## src/rtl/fetch_queue.sv

```systemverilog
// Front-end fetch stage: issues sequential ROM reads with credit-based flow control
// and buffers {pc, instr} pairs in a small FIFO in front of the execute stage.
module fetch_queue #(
    parameter int          DEPTH    = 4,
    parameter int          ADDR_W   = 16,
    parameter logic [31:0] RESET_PC = 32'h00000000,
    parameter logic [31:0] PC_INC   = 32'd4
) (
    input  logic                       clk,
    input  logic                       rst_n,
    output logic                       rom_en,
    output logic [ADDR_W-1:0]          rom_addr,
    input  logic [31:0]                rom_data,
    input  logic                       redirect,
    input  logic [31:0]                redirect_pc,
    output logic                       out_valid,
    input  logic                       out_ready,
    output logic [31:0]                out_instr,
    output logic [31:0]                out_pc,
    output logic [$clog2(DEPTH+1)-1:0] fill_level
);
    localparam int          CW  = $clog2(DEPTH + 1);
    localparam int          PW  = $clog2(DEPTH);
    localparam logic [31:0] NOP = 32'h00000013;

    logic [31:0]   fetch_pc;
    logic [31:0]   inflight_pc;
    logic          inflight;
    logic [PW-1:0] wr_ptr;
    logic [PW-1:0] rd_ptr;
    logic [CW-1:0] count;
    logic [31:0]   mem_pc    [DEPTH];
    logic [31:0]   mem_instr [DEPTH];

    logic          pop;
    logic          push;
    logic          issue;
    logic [CW:0]   credit;

    // Output handshake: an entry transfers on a cycle where out_valid && out_ready;
    // while out_valid && !out_ready the head entry and its PC are held unchanged.
    assign out_valid = (count != '0);
    assign pop       = out_valid & out_ready;
    assign push      = inflight & ~redirect;

    // A read is only issued if a slot is guaranteed for its response.
    assign credit = {1'b0, count} - {{CW{1'b0}}, pop} + {{CW{1'b0}}, inflight};
    assign issue  = rst_n & ~redirect & (credit < (CW+1)'(DEPTH));

    assign rom_en     = issue;
    assign rom_addr   = fetch_pc[ADDR_W-1:0];
    assign fill_level = count;
    assign out_instr  = out_valid ? mem_instr[rd_ptr] : NOP;
    assign out_pc     = out_valid ? mem_pc[rd_ptr]    : 32'h0;

    always_ff @(posedge clk or negedge rst_n) begin
        if (!rst_n) begin
            fetch_pc    <= RESET_PC;
            inflight    <= 1'b0;
            inflight_pc <= 32'h0;
            wr_ptr      <= '0;
            rd_ptr      <= '0;
            count       <= '0;
        end else if (redirect) begin
            // Flush wins over any same-cycle pop/push and drops the outstanding read.
            fetch_pc <= redirect_pc & ~32'h3;
            inflight <= 1'b0;
            wr_ptr   <= '0;
            rd_ptr   <= '0;
            count    <= '0;
        end else begin
            inflight <= issue;
            if (issue) begin
                inflight_pc <= fetch_pc;
                fetch_pc    <= fetch_pc + PC_INC;
            end
            if (push) wr_ptr <= wr_ptr + 1'b1;
            if (pop)  rd_ptr <= rd_ptr + 1'b1;
            case ({push, pop})
                2'b10:   count <= count + 1'b1;
                2'b01:   count <= count - 1'b1;
                default: count <= count;
            endcase
        end
    end

    always_ff @(posedge clk) begin
        if (push) begin
            mem_pc[wr_ptr]    <= inflight_pc;
            mem_instr[wr_ptr] <= rom_data;
        end
    end

endmodule
```

## config.mk

```make
export PLATFORM = sky130hd
export DESIGN_NAME = fetch_queue
export DESIGN_NICKNAME = d
export VERILOG_FILES = /design/src/rtl/fetch_queue.sv
export SDC_FILE = /design/constraint.sdc
export NUM_CORES = 1
export LEC_CHECK = 0
export BUFFER_PORTS_ARGS = -buffer_cell sky130_fd_sc_hd__buf_2
export CAP_MARGIN = 0
export CORE_MARGIN = 8
export CORE_UTILIZATION = 63
export CTS_CLUSTER_SIZE = 24
export DETAILED_ROUTE_END_ITERATION = 8
export PLACE_DENSITY = 0.87
export SLEW_MARGIN = 10
export SYNTH_ARGS = -nofsm -noshare
export SYNTH_HDL_FRONTEND = slang
export SYNTH_SLANG_ARGS = --single-unit
```

## constraint.sdc

```tcl
create_clock -name clk -period 5.1 [get_ports clk]
set_input_delay 0.51 -clock clk [delete_from_list [all_inputs] [get_ports clk]]
set_output_delay 0.51 -clock clk [all_outputs]
set_load 0.02 [all_outputs]
```

Yosys cells after proc, flatten, opt, wreduce, memory -nomap -nowiden
Memory sizes are Yosys's and may differ from the RTL's.
Index checks and enable logic that the tools add are counted.
- input bits: 68
- memories kept: 2
- memory bits (writable): 256
- output and inout bits: 85
- register bits: 72
- word-level logic and storage cells: 42
- memory list (name ; words ; bits a word ; read ports ; clocked after memory_dff ; write ports ; RTL line ; RTL):
    mem_instr ; 4 ; 32 ; 1 ; 0 ; 1 ; 33 ; logic [31:0] mem_instr [DEPTH];
    mem_pc ; 4 ; 32 ; 1 ; 0 ; 1 ; 32 ; logic [31:0] mem_pc [DEPTH];
- equality and inequality tests: 2
- bitwise gates (word level): 5
- mux-type cells: 13
- add/sub/neg operators: 7
- magnitude comparators: 1
- reduce and logical (&&, ||, !) cells: 6
- operators by type and width (operator ; count):
    32-bit two-way mux ; 4
    32-bit by 3-bit adder with 32-bit output, second input constant ; 1
    2-bit two-way mux ; 4
    3-bit one-hot mux with 2 select lines ; 1
    2-bit nonzero test ; 3
    3-bit nonzero test ; 2
    2-bit by 1-bit adder with 2-bit output, second input constant ; 2
    4-bit by 1-bit adder with 4-bit output ; 1
    1-bit bitwise AND ; 4
    4-bit by 3-bit less-than comparator with 1-bit output, second input constant ; 1
    3-bit by 1-bit subtractor with 4-bit output ; 1
    3-bit by 1-bit adder with 3-bit output, second input constant ; 1
    1-bit two-way mux ; 3
    3-bit two-way mux ; 1
    3-bit by 1-bit subtractor with 3-bit output, second input constant ; 1
    2-bit by 1-bit == test with 1-bit output, second input constant ; 1
    2-bit == test, second input constant ; 1
    2-bit AND reduction ; 1
    1-bit NOT ; 1

Logic depth before layout (Yosys ltp)
Gate-level depths: netlist (run 1).
- depth in word-level cells: 8
- gate-level depth with buffers: 15
- mapped depth without buffers: 11

Worst setup path before layout (run 1)
Ideal clock, no wire load.
- kind: register to output
- from: reg count[0] (netlist: fill_level[0])
- to: out rom_en
- data required time: 4.590 ns
- arrival: 2.991 ns
- cell stages (with the launch flop): 12
- setup slack: 1.599 ns
- buffers on the path: 2
- path through: dfrtp_1 -> o31ai_1 -> inv_1 -> ha_1 -> inv_1 -> ha_1 -> and3b_1 -> buf_2 -> nor4_4 -> o21ai_1 -> inv_1 -> clkbuf_1
- cells in the longest elaborated chain, start to end: 6
- RTL lines (element ; RTL line ; RTL):
    from (decl) ; 31 ; logic [CW-1:0] count;
    from (signal assigned) ; 80 ; 2'b10: count <= count + 1'b1;
    from (signal assigned) ; 81 ; 2'b01: count <= count - 1'b1;
    from (signal assigned) ; 82 ; default: count <= count;
    3-bit nonzero test ; 42 ; assign out_valid = (count != '0);
    1-bit bitwise AND ; 43 ; assign pop = out_valid & out_ready;
    3-bit by 1-bit subtractor with 4-bit output (*) ; 47 ; assign credit = {1'b0, count} - {{CW{1'b0}}, pop} + {{CW{1'b0}}, inflight};
    4-bit by 1-bit adder with 4-bit output (*) ; 47 ;
    4-bit by 3-bit less-than comparator with 1-bit output (*) ; 48 ; assign issue = rst_n & ~redirect & (credit < (CW+1)'(DEPTH));
    1-bit bitwise AND (*) ; 48 ;
    to (decl) ; 11 ; output logic rom_en,
Every way passes the cells marked *; elsewhere a longest branch is shown, timed or not.

Worst setup path in the final report (run 1)
Same ends and word-level chain as after synthesis.

==> impl_metrics.ini, run 1 <==
[sta]
clock.fmax_mhz = 224
hold_violations = 0
period_needed_ns = 4.46
tightest_slew_ns = 1.09
rsz0062_at_grt = no
finalSetupTns_ns = 0
clock_skew_ns = 0.00909
fin_crit_sh = 0.874
slew-limit-headroom = 0.273
slew_violations = 0
whs_ns = 0.0780
finalSetupViolCount = 0
fin_ws_ns = 0.643

[logic_synthesis]
ys_seq_elements = 316
synth_xor_area_frac = 0.0120
synthAdderAreaFrac = 0.00916
synth-compound-area-share = 0.0396
netlist_area_sq_mm = 0.0131
async_flop_share = 0.215
synth_edf_count = 248
synthFlopType = edfxtp_1
syn_inst = 818
synth_mux_area_frac = 0.111
synth-seq-area-share = 0.698
synth_top_family_by_area = multiplexers
synth.distinct_cells = 62
yosys_warnings = 0
synth_simple_gate_area_frac = 0.0998
syn_area_per_cell_sq_um = 16.0

[cts]
cts_buffers = 31
h-tree-depth = 1
clkLatencyLatePin_ns = 0.55
ctsRootBufferMaster = clkbuf_16
cts_setup_buffers = 0
cts_hold_buf = 0
clock_path_buffers = 3
cts_tree = built
clkTransAtPathRegs_ns = 0.06
clock-sinks = 316
cts.repair.resized = 0

[grt]
grt_max_degree = 63
gr-total-overflow = 0
antenna_found_initial = 0
grt_pass1_vias = 7713
grt_pass1_wl_um = 43300
grt_usage = 0.212

[detailed_routing]
first_pass_iters = 5
via_count = 7422
wirelength_um = 27000
route.detailed.drc = 0
drtAntennaViolNets = 0
viasPerCell = 5.98
drtIter0Drc = 697
post_drt_wl_per_cell_um = 21.7

[job]
maxCapViolCount = 0

[critical_path]
crit_chain = o31ai_1 > inv_1 > ha_1 > inv_1 > ha_1 > and3b_1 > o21a_1 > o21ai_4 > inv_1 > buf_2
reg2regPathDepth = 12
crit_required_ns = 4.59
cp-start-kind = flop
critical_path_class = reg -> out
crit_path_top_delay_cell = o31ai_1
cpPeakStageDelay_ns = 0.73
cp_max_fo = 27
arrival_ns = 3.95
crit_path_end_kind = output port
rrSetupSlack_ns = 1.03
cpMostUsedCell = inv_1

[place]
gp_congestion = 0.871
dp_hpwl_um = 16500
place_inst = 1186
io_buffers = 146
dpl_worst_slack_ns = 1.12

[pwr]
ir_worst_vdd_v = 0.000344
comb_power_share = 0.270
power_frac_clock = 0.277
internal-power_mw = 5.38
netSwitchingPower_mw = 2.54
seqPwrFrac = 0.453
swShare = 0.320
powerDensity_mw_per_mm2 = 530
p_leak_nw = 5.51

[cells_and_area]
nNetsFinal = 1026
final_common_cell = edfxtp_1
diodes = 0
utilization = 0.736
layout-drive-gt1-share = 0.289
area_growth_pct = 13.9
final_cell_mix = edfxtp_1 (248), buf_2 (146), nand2_1 (109)
fill_cells = 1246
stdcell_count = 1242

[run_status]
status = complete, no violations

[floorplan]
chipWidth_um = 160
dieArea_sq_mm = 0.0257
die_y_um = 160
num_rows = 52
core_sq_mm = 0.0203
pin_count = 153
start_util = 0.646

[worst_hold_path]
worstHoldPathType = in -> async
cell usage after synthesis (2+ instances only):
cell type | instances | area [sq um]
a221o_1 | 2 | 20.0
o31ai_1 | 2 | 15.0
mux2i_1 | 3 | 30.0
o311ai_0 | 11 | 96.3
inv_1 | 19 | 71.3
nor3_1 | 11 | 55.1
nor2_1 | 21 | 78.8
o21ai_0 | 19 | 95.1
clkbuf_1 | 25 | 93.8
o311ai_1 | 2 | 17.5
a211o_1 | 2 | 17.5
buf_1 | 5 | 18.8
edfxtp_1 | 248 | 7450
nand2_1 | 109 | 409
o211ai_1 | 8 | 60.1
nor4_1 | 4 | 25.0
a32oi_1 | 2 | 17.5
buf_2 | 9 | 45.0
mux4_2 | 62 | 1400
a311o_1 | 2 | 20.0
nand3_1 | 14 | 70.1
mux2_2 | 2 | 22.5
o21ai_1 | 2 | 10.0
ha_1 | 8 | 100
o2111ai_1 | 3 | 26.3
xor2_1 | 8 | 70.1
xnor2_1 | 10 | 87.6
or2_2 | 3 | 18.8
or4_4 | 2 | 22.5
nand4_1 | 8 | 50.1
o21a_1 | 2 | 15.0
nor2b_1 | 2 | 12.5
buf_6 | 2 | 22.5
or3_1 | 2 | 12.5
a31oi_1 | 4 | 25.0
and3_1 | 8 | 50.1
and2_1 | 60 | 375
dfrtp_1 | 68 | 1700
buf_4 | 18 | 135
or4_1 | 4 | 30.0
stage by stage:
step / power [mW] / instance area, sq um
floorplan: 5.06 / 13100
global placement: 5.72 / 14000
detailed placement: 5.79 / 14000
CTS: 7.99 / 14900
global route: 8.30 / 14900
finish: 7.91 / 14900
critical path, delay by kind of cell, from the launching register on:
family | cells | cell delay [ns]
AO/OA/AOI/OAI | 3 | 1.72
buffers and inverters | 4 | 0.53
AND/OR/NAND/NOR | 1 | 0.24
flip-flops | 1 | 0.46
adder cells (fa/ha/maj) | 2 | 0.43
power groups by stage:
stage / Combinational, mW / Sequential, mW / Clock (mW)
4_1_cts: 2.17 / 3.59 / 2.23
6_report: 2.14 / 3.58 / 2.20
3_5_place_dp: 2.15 / 3.64 / 0
5_1_grt: 2.33 / 3.65 / 2.33
2_1_floorplan: 1.66 / 3.40 / 0
3_3_place_gp: 2.10 / 3.61 / 0
registers in the layout, summed over array words and instances, names as in the netlist:
signal / count
wr_ptr: 2
inflight_pc: 30
mem_pc: 120
inflight: 1
mem_instr: 128
fetch_pc: 30
fill_level: 3
rd_ptr: 2
cell families (layout without fill, tap and decap cells):
group,after synthesis,in the layout
simple gates,258,258
other cells,1,4
fa+ha+maj,9,9
xor+xnor,18,18
compound gates,70,70
mux,67,67
flops,316,316
buf+inv,79,230
worst paths after layout:
check	start	to
worst max-delay path	fill_level[0]	rom_en
max in group asynchronous	rst_n	inflight_pc[23]
worst min register to register	inflight_pc[9]	mem_pc[1][9]
worst max register to register	fill_level[0]	fetch_pc[8]
worst min-delay path	rst_n	fetch_pc[10]
min in group clk	redirect_pc[2]	fetch_pc[2]
final cells by class:
cell class,instances,area (sq um),share of cell area
multi-input combinational,426,3600,0.241
clock inverter,12,133,0.00888
inverter,19,71.3,0.00478
clock buffer,44,845,0.0565
sequential,316,9150,0.613
timing repair buffer,155,798,0.0534
tap,270,338,0.0226
routing by layer:
layer,global-route usage,wire [um]
met1,0.283,11000
met2,0.355,13500
met3,0.0370,1920
met4,0.0582,624
met5,0,0
Power figures use the tool's default switching activity.
==> run 2: changes to the inputs <==
MAX_ROUTING_LAYER = met4   (was default)
RECOVER_POWER = 100   (was default)
==> run 2 against run 1 <==
Against the previous run: the run now ends with max-capacitance violations, max-slew violations left; non-clock buffer count did not move; count of clock-buffer cells in the layout did not move; combinational power fell by 3%; sequential share of layout area rose by 0.59 points; via count barely moved; cell count did not move; flip-flop and latch count did not move; worst setup slack got worse by 0.031 ns; total power fell by 0.60%; critical path type is now reg -> reg; largest cell class unchanged.
==> impl_metrics.ini, run 2 (synthesis results as in run 1) <==
[detailed_routing]
drtIter0Drc = 707
post_drt_wl_per_cell_um = 21.7
drtAntennaViolNets = 0
wirelength_um = 26900
viasPerCell = 5.98
via_count = 7428
first_pass_iters = 5
route.detailed.drc = 0

[place]
placed_cell_area_sq_mm = 0.0140
dp_hpwl_um = 16500
place_inst = 1186
io_buffers = 146
gp_congestion = 0.885

[grt]
grt_max_degree = 63
grt_usage = 0.218
gr-total-overflow = 0
antenna_found_initial = 0
grt_pass1_vias = 7718
grt_pass1_wl_um = 43300

[critical_path]
arrival_ns = 4.92
cp-start-kind = flop
cpPeakStageDelay_ns = 0.72
crit_chain = o31ai_1 > inv_1 > ha_1 > inv_1 > ha_1 > and3b_1 > o21a_1 > o21ai_4 > clkbuf_1 > clkbuf_1 > nor3_1 > o31a_1
path_buf_inv = 4
cp_max_fo = 27
crit_path_top_delay_cell = o31ai_1
crit_path_end_kind = flop
critical_path_class = reg -> reg
cpLargestDelayFamily = compound AO/OA/AOI/OAI gates
crit_required_ns = 5.53

[floorplan]
chipWidth_um = 160
start_util = 0.646
pin_count = 153
die_y_um = 160
core_sq_mm = 0.0203
num_rows = 52
dieArea_sq_mm = 0.0257

[pwr]
power_frac_clock = 0.279
p_leak_nw = 5.22
finalPower_mw = 7.87
swShare = 0.324
powerDensity_mw_per_mm2 = 532
comb_power_share = 0.264
ir_worst_vdd_v = 0.000346
netSwitchingPower_mw = 2.54
seqPwrFrac = 0.457
internal-power_mw = 5.32

[sta]
hold_violations = 0
tightest_slew_ns = 3.27
fin_crit_sh = 0.880
period_needed_ns = 4.49
clock_skew_ns = 0.00700
slew-limit-headroom = -1.18
finalSetupViolCount = 0
clock.fmax_mhz = 223
finalSetupTns_ns = 0
rsz0062_at_grt = no
slew_violations = 315

[cts]
clock_path_buffers = 3
clkTransAtPathRegs_ns = 0.06
clkLatencyLatePin_ns = 0.55
cts_tree = built
cts_buffers = 31
h-tree-depth = 1
cts_hold_buf = 0
clock-sinks = 316
cts.repair.resized = 0
cts_setup_buffers = 0
ctsRootBufferMaster = clkbuf_16

[cells_and_area]
design_area_sq_mm = 0.0148
reg.largest.list = mem_instr (128), mem_pc (120)
largest_reg_flops = 128
nNetsFinal = 1026
stdcell_count = 1242
layout-drive-gt1-share = 0.201
regMostFlops = mem_instr
area_growth_pct = 12.9
fill_cells = 1312
final_common_cell = edfxtp_1
diodes = 0
final_cell_mix = edfxtp_1 (248), nand2_1 (109), clkbuf_1 (91)

[run_status]
violations = max-capacitance violations, max-slew violations
status = complete, but fails checks

[job]
maxCapViolCount = 6

[worst_hold_path]
worstHoldPathType = in -> reg
==> run 2: cell types whose count changed in the layout (fill, tap and decap cells not counted), sizes merged <==
cell	change
buf	-81
clkbuf	+81
==> run 2: worst reg2reg max path, delay by kind of cell, from the launching register on <==
| kind | cells | cell delay [ns] |
|---|---|---|
| AOI/OAI and AO/OA | 4 | 1.97 |
| buffers and inverters | 4 | 1.19 |
| DFF | 1 | 0.47 |
| adders and majority gates | 2 | 0.43 |
| and+or+nand+nor | 2 | 0.33 |
==> run 2: power by group through the flow <==
| stage | Combinational, mW | Sequential (mW) | Clock, mW |
|---|---|---|---|
| 6_report | 2.08 | 3.59 | 2.20 |
| 5_1_grt | 2.27 | 3.66 | 2.33 |
| 4_1_cts | 2.17 | 3.59 | 2.23 |
| 3_5_place_dp | 2.15 | 3.64 | 0 |
| 3_3_place_gp | 2.10 | 3.61 | 0 |
| 2_1_floorplan | 1.66 | 3.40 | 0 |
==> run 2: cell type report <==
class	count	area, sq um	share of cell area
clock buffers	44	845	0.0571
clock inverters	12	133	0.00896
inverters	19	71.3	0.00482
multi-input cells	426	3570	0.241
flip-flops and latches	316	9150	0.619
well taps	270	338	0.0228
repair buffers	155	683	0.0462
==> run 2: path summary, 6_finish.rpt <==
| check | end | cells past startpoint | slack, ns | from |
|---|---|---|---|---|
| worst max-delay path | fetch_pc[29] | 12 | 0.61 | fill_level[0] |
| worst min-delay path | fetch_pc[2] | 3 | 0.16 | redirect_pc[2] |
| worst max register to register | fetch_pc[29] | 12 | 0.61 | fill_level[0] |
| worst min register to register | mem_pc[1][9] | 0 | 0.51 | inflight_pc[9] |
| max in group asynchronous | rd_ptr[0] | 1 | 3.06 | rst_n |
| min in group asynchronous | fetch_pc[27] | 1 | 0.56 | rst_n |
==> run 2: stage by stage <==
step,hold WS [ns],worst slack [ns],utilization
after global routing,0.166,0.221,0.729
after global placement,0.489,1.20,0.688
after detailed placement,0.505,1.12,0.688
final,0.164,0.612,0.729
after CTS,0.0799,0.650,0.736
after floorplan,0.214,1.60,-
==> run 2: layer usage <==
layer | global-route usage | routed length (um)
met5 | - | 0
met4 | 0.0582 | 588
met3 | 0.0332 | 1640
met2 | 0.354 | 13400
met1 | 0.288 | 11300
==> run 3: changes to the inputs <==
CELL_PAD_IN_SITES_DETAIL_PLACEMENT = 0   (was default)
CELL_PAD_IN_SITES_GLOBAL_PLACEMENT = 1   (was default)
CORE_UTILIZATION = 53   (was 63)
==> run 3 against run 2 <==
Against the previous run: the flow still finishes with violations (max-capacitance violations, max-slew violations); first-iteration DRC count shrank 5.5%; maximum frequency increased by 4.2%; worst setup slack improved by 0.18 ns; global-route usage fell by 3.3 points; via count is 0.61% lower; non-clock buffer count grew 3; core utilization is 11 points lower; largest cell class unchanged.
==> impl_metrics.ini, run 3 (synthesis results as in run 1) <==
[run_status]
status = complete, but fails checks
violations = max-capacitance violations, max-slew violations

[grt]
grt_pass1_wl_um = 43300
grt_pass1_vias = 7644
antenna_found_initial = 1
gr-total-overflow = 0
grt_max_degree = 63
grt_usage = 0.186

[critical_path]
crit_required_ns = 4.59
cp_max_fo = 25
rrSetupSlack_ns = 1.10
arrival_ns = 3.80
cp-start-kind = flop
crit_path_end_kind = output port
r2r_start = fill_level[0]
critical_path_class = reg -> out
critical_path.startpoint = rd_ptr[0]
timing.rr.end = fetch_pc[8]
reg2regPathDepth = 12

[worst_hold_path]
whs_endpoint = fetch_pc[4]
hold_depth = 3
worstHoldPathType = in -> reg
min_from = redirect_pc[4]

[place]
gp_congestion = 0.912
io_buffers = 146
dpl_worst_slack_ns = 1.45
dp_hpwl_um = 17000

[detailed_routing]
drtIter0Drc = 668
via_count = 7383
wirelength_um = 26900
post_drt_wl_per_cell_um = 20.6
route.detailed.drc = 0
first_pass_iters = 5
drtAntennaViolNets = 0
viasPerCell = 5.66

[sta]
slew-limit-headroom = -1.15
finalSetupViolCount = 0
period_needed_ns = 4.31
rsz0062_at_grt = no
clock.fmax_mhz = 232
finalSetupTns_ns = 0
slew_violations = 321
hold_violations = 0
tightest_slew_ns = 3.22
fin_ws_ns = 0.792
fin_crit_sh = 0.845
clock_skew_ns = 0.0194

[cts]
clkLatencyLatePin_ns = 0.51
h-tree-depth = 2
ctsRootBufferMaster = clkbuf_16
cts.repair.resized = 0
cts_tree = built
clock-sinks = 316
clkTransAtPathRegs_ns = 0.06
cts_hold_buf = 0
cts_setup_buffers = 0
cts_buffers = 34
clock_path_buffers = 3

[floorplan]
core_sq_mm = 0.0243
num_rows = 57
die_y_um = 173
start_util = 0.539
dieArea_sq_mm = 0.0300
pin_count = 153
chipWidth_um = 173

[cells_and_area]
layout-drive-gt1-share = 0.184
final_cell_mix = edfxtp_1 (248), clkbuf_1 (113), nand2_1 (109)
reg.largest.list = mem_instr (128), mem_pc (120)
regArea_sq_mm = 0.00915
regMostFlops = mem_instr
largest_reg_flops = 128
nNetsFinal = 1032
final_common_cell = edfxtp_1
area_growth_pct = 14.5
multiInputGateArea_sq_mm = 0.00357
fill_cells = 1863

[job]
maxCapViolCount = 8

[pwr]
finalPower_mw = 8.14
powerDensity_mw_per_mm2 = 542
p_leak_nw = 5.23
ir_worst_vdd_v = 0.000318
run 3: worst max-delay path by stage:
stage / end / slack [ns] / depth (start not counted)
global route: out_instr[0] / 0.42 / 4
floorplan: rom_en / 1.60 / 11
detailed placement: fetch_pc[8] / 1.45 / 12
CTS: rom_en / 0.99 / 10
global placement: fetch_pc[8] / 1.46 / 12
finish: out_instr[0] / 0.79 / 4
run 3: layout make-up:
cell class	instances	share of cell area
clock buffer	43	0.0610
tap	324	0.0270
clock inverter	18	0.0145
inverter	19	0.00475
multi-input combinational	426	0.238
timing repair buffer	158	0.0445
antenna	1	0.000167
sequential	316	0.610
run 3: worst max-delay path, stage by stage (launching register included):
cell and delay [ns]:
dfrtp_4 0.65, clkbuf_1 1.52, mux4_2 0.66, or2_2 0.29, clkbuf_1 0.18
run 3: power by group:
| group | total [mW] | switching (mW) | internal [mW] |
|---|---|---|---|
| clock | 2.48 | 0.949 | 1.53 |
| combinational | 2.16 | 1.34 | 0.817 |
| sequential | 3.50 | 0.296 | 3.21 |
| total | 8.14 | 2.58 | 5.55 |
run 3: per-layer routing:
metal | up-vias | wire (um) | GRT usage
met2 | 259 | 12400 | 0.278
met5 | - | 0 | -
met3 | 45 | 1570 | 0.0390
met4 | 0 | 565 | 0.0471
li1 | 3376 | - | -
met1 | 3703 | 12400 | 0.258
run 3: metrics by stage:
| step | util | hold WS, ns | std cells | cell area [sq um] |
|---|---|---|---|---|
| after floorplan | - | 0.214 | 821 | 13100 |
| after global routing | 0.617 | 0.212 | 1305 | 15000 |
| after global placement | 0.578 | 0.491 | 1243 | 14000 |
| after CTS | 0.624 | 0.0135 | 1304 | 15200 |
| final | 0.617 | 0.210 | 1305 | 15000 |
| after detailed placement | 0.578 | 0.505 | 1243 | 14000 |
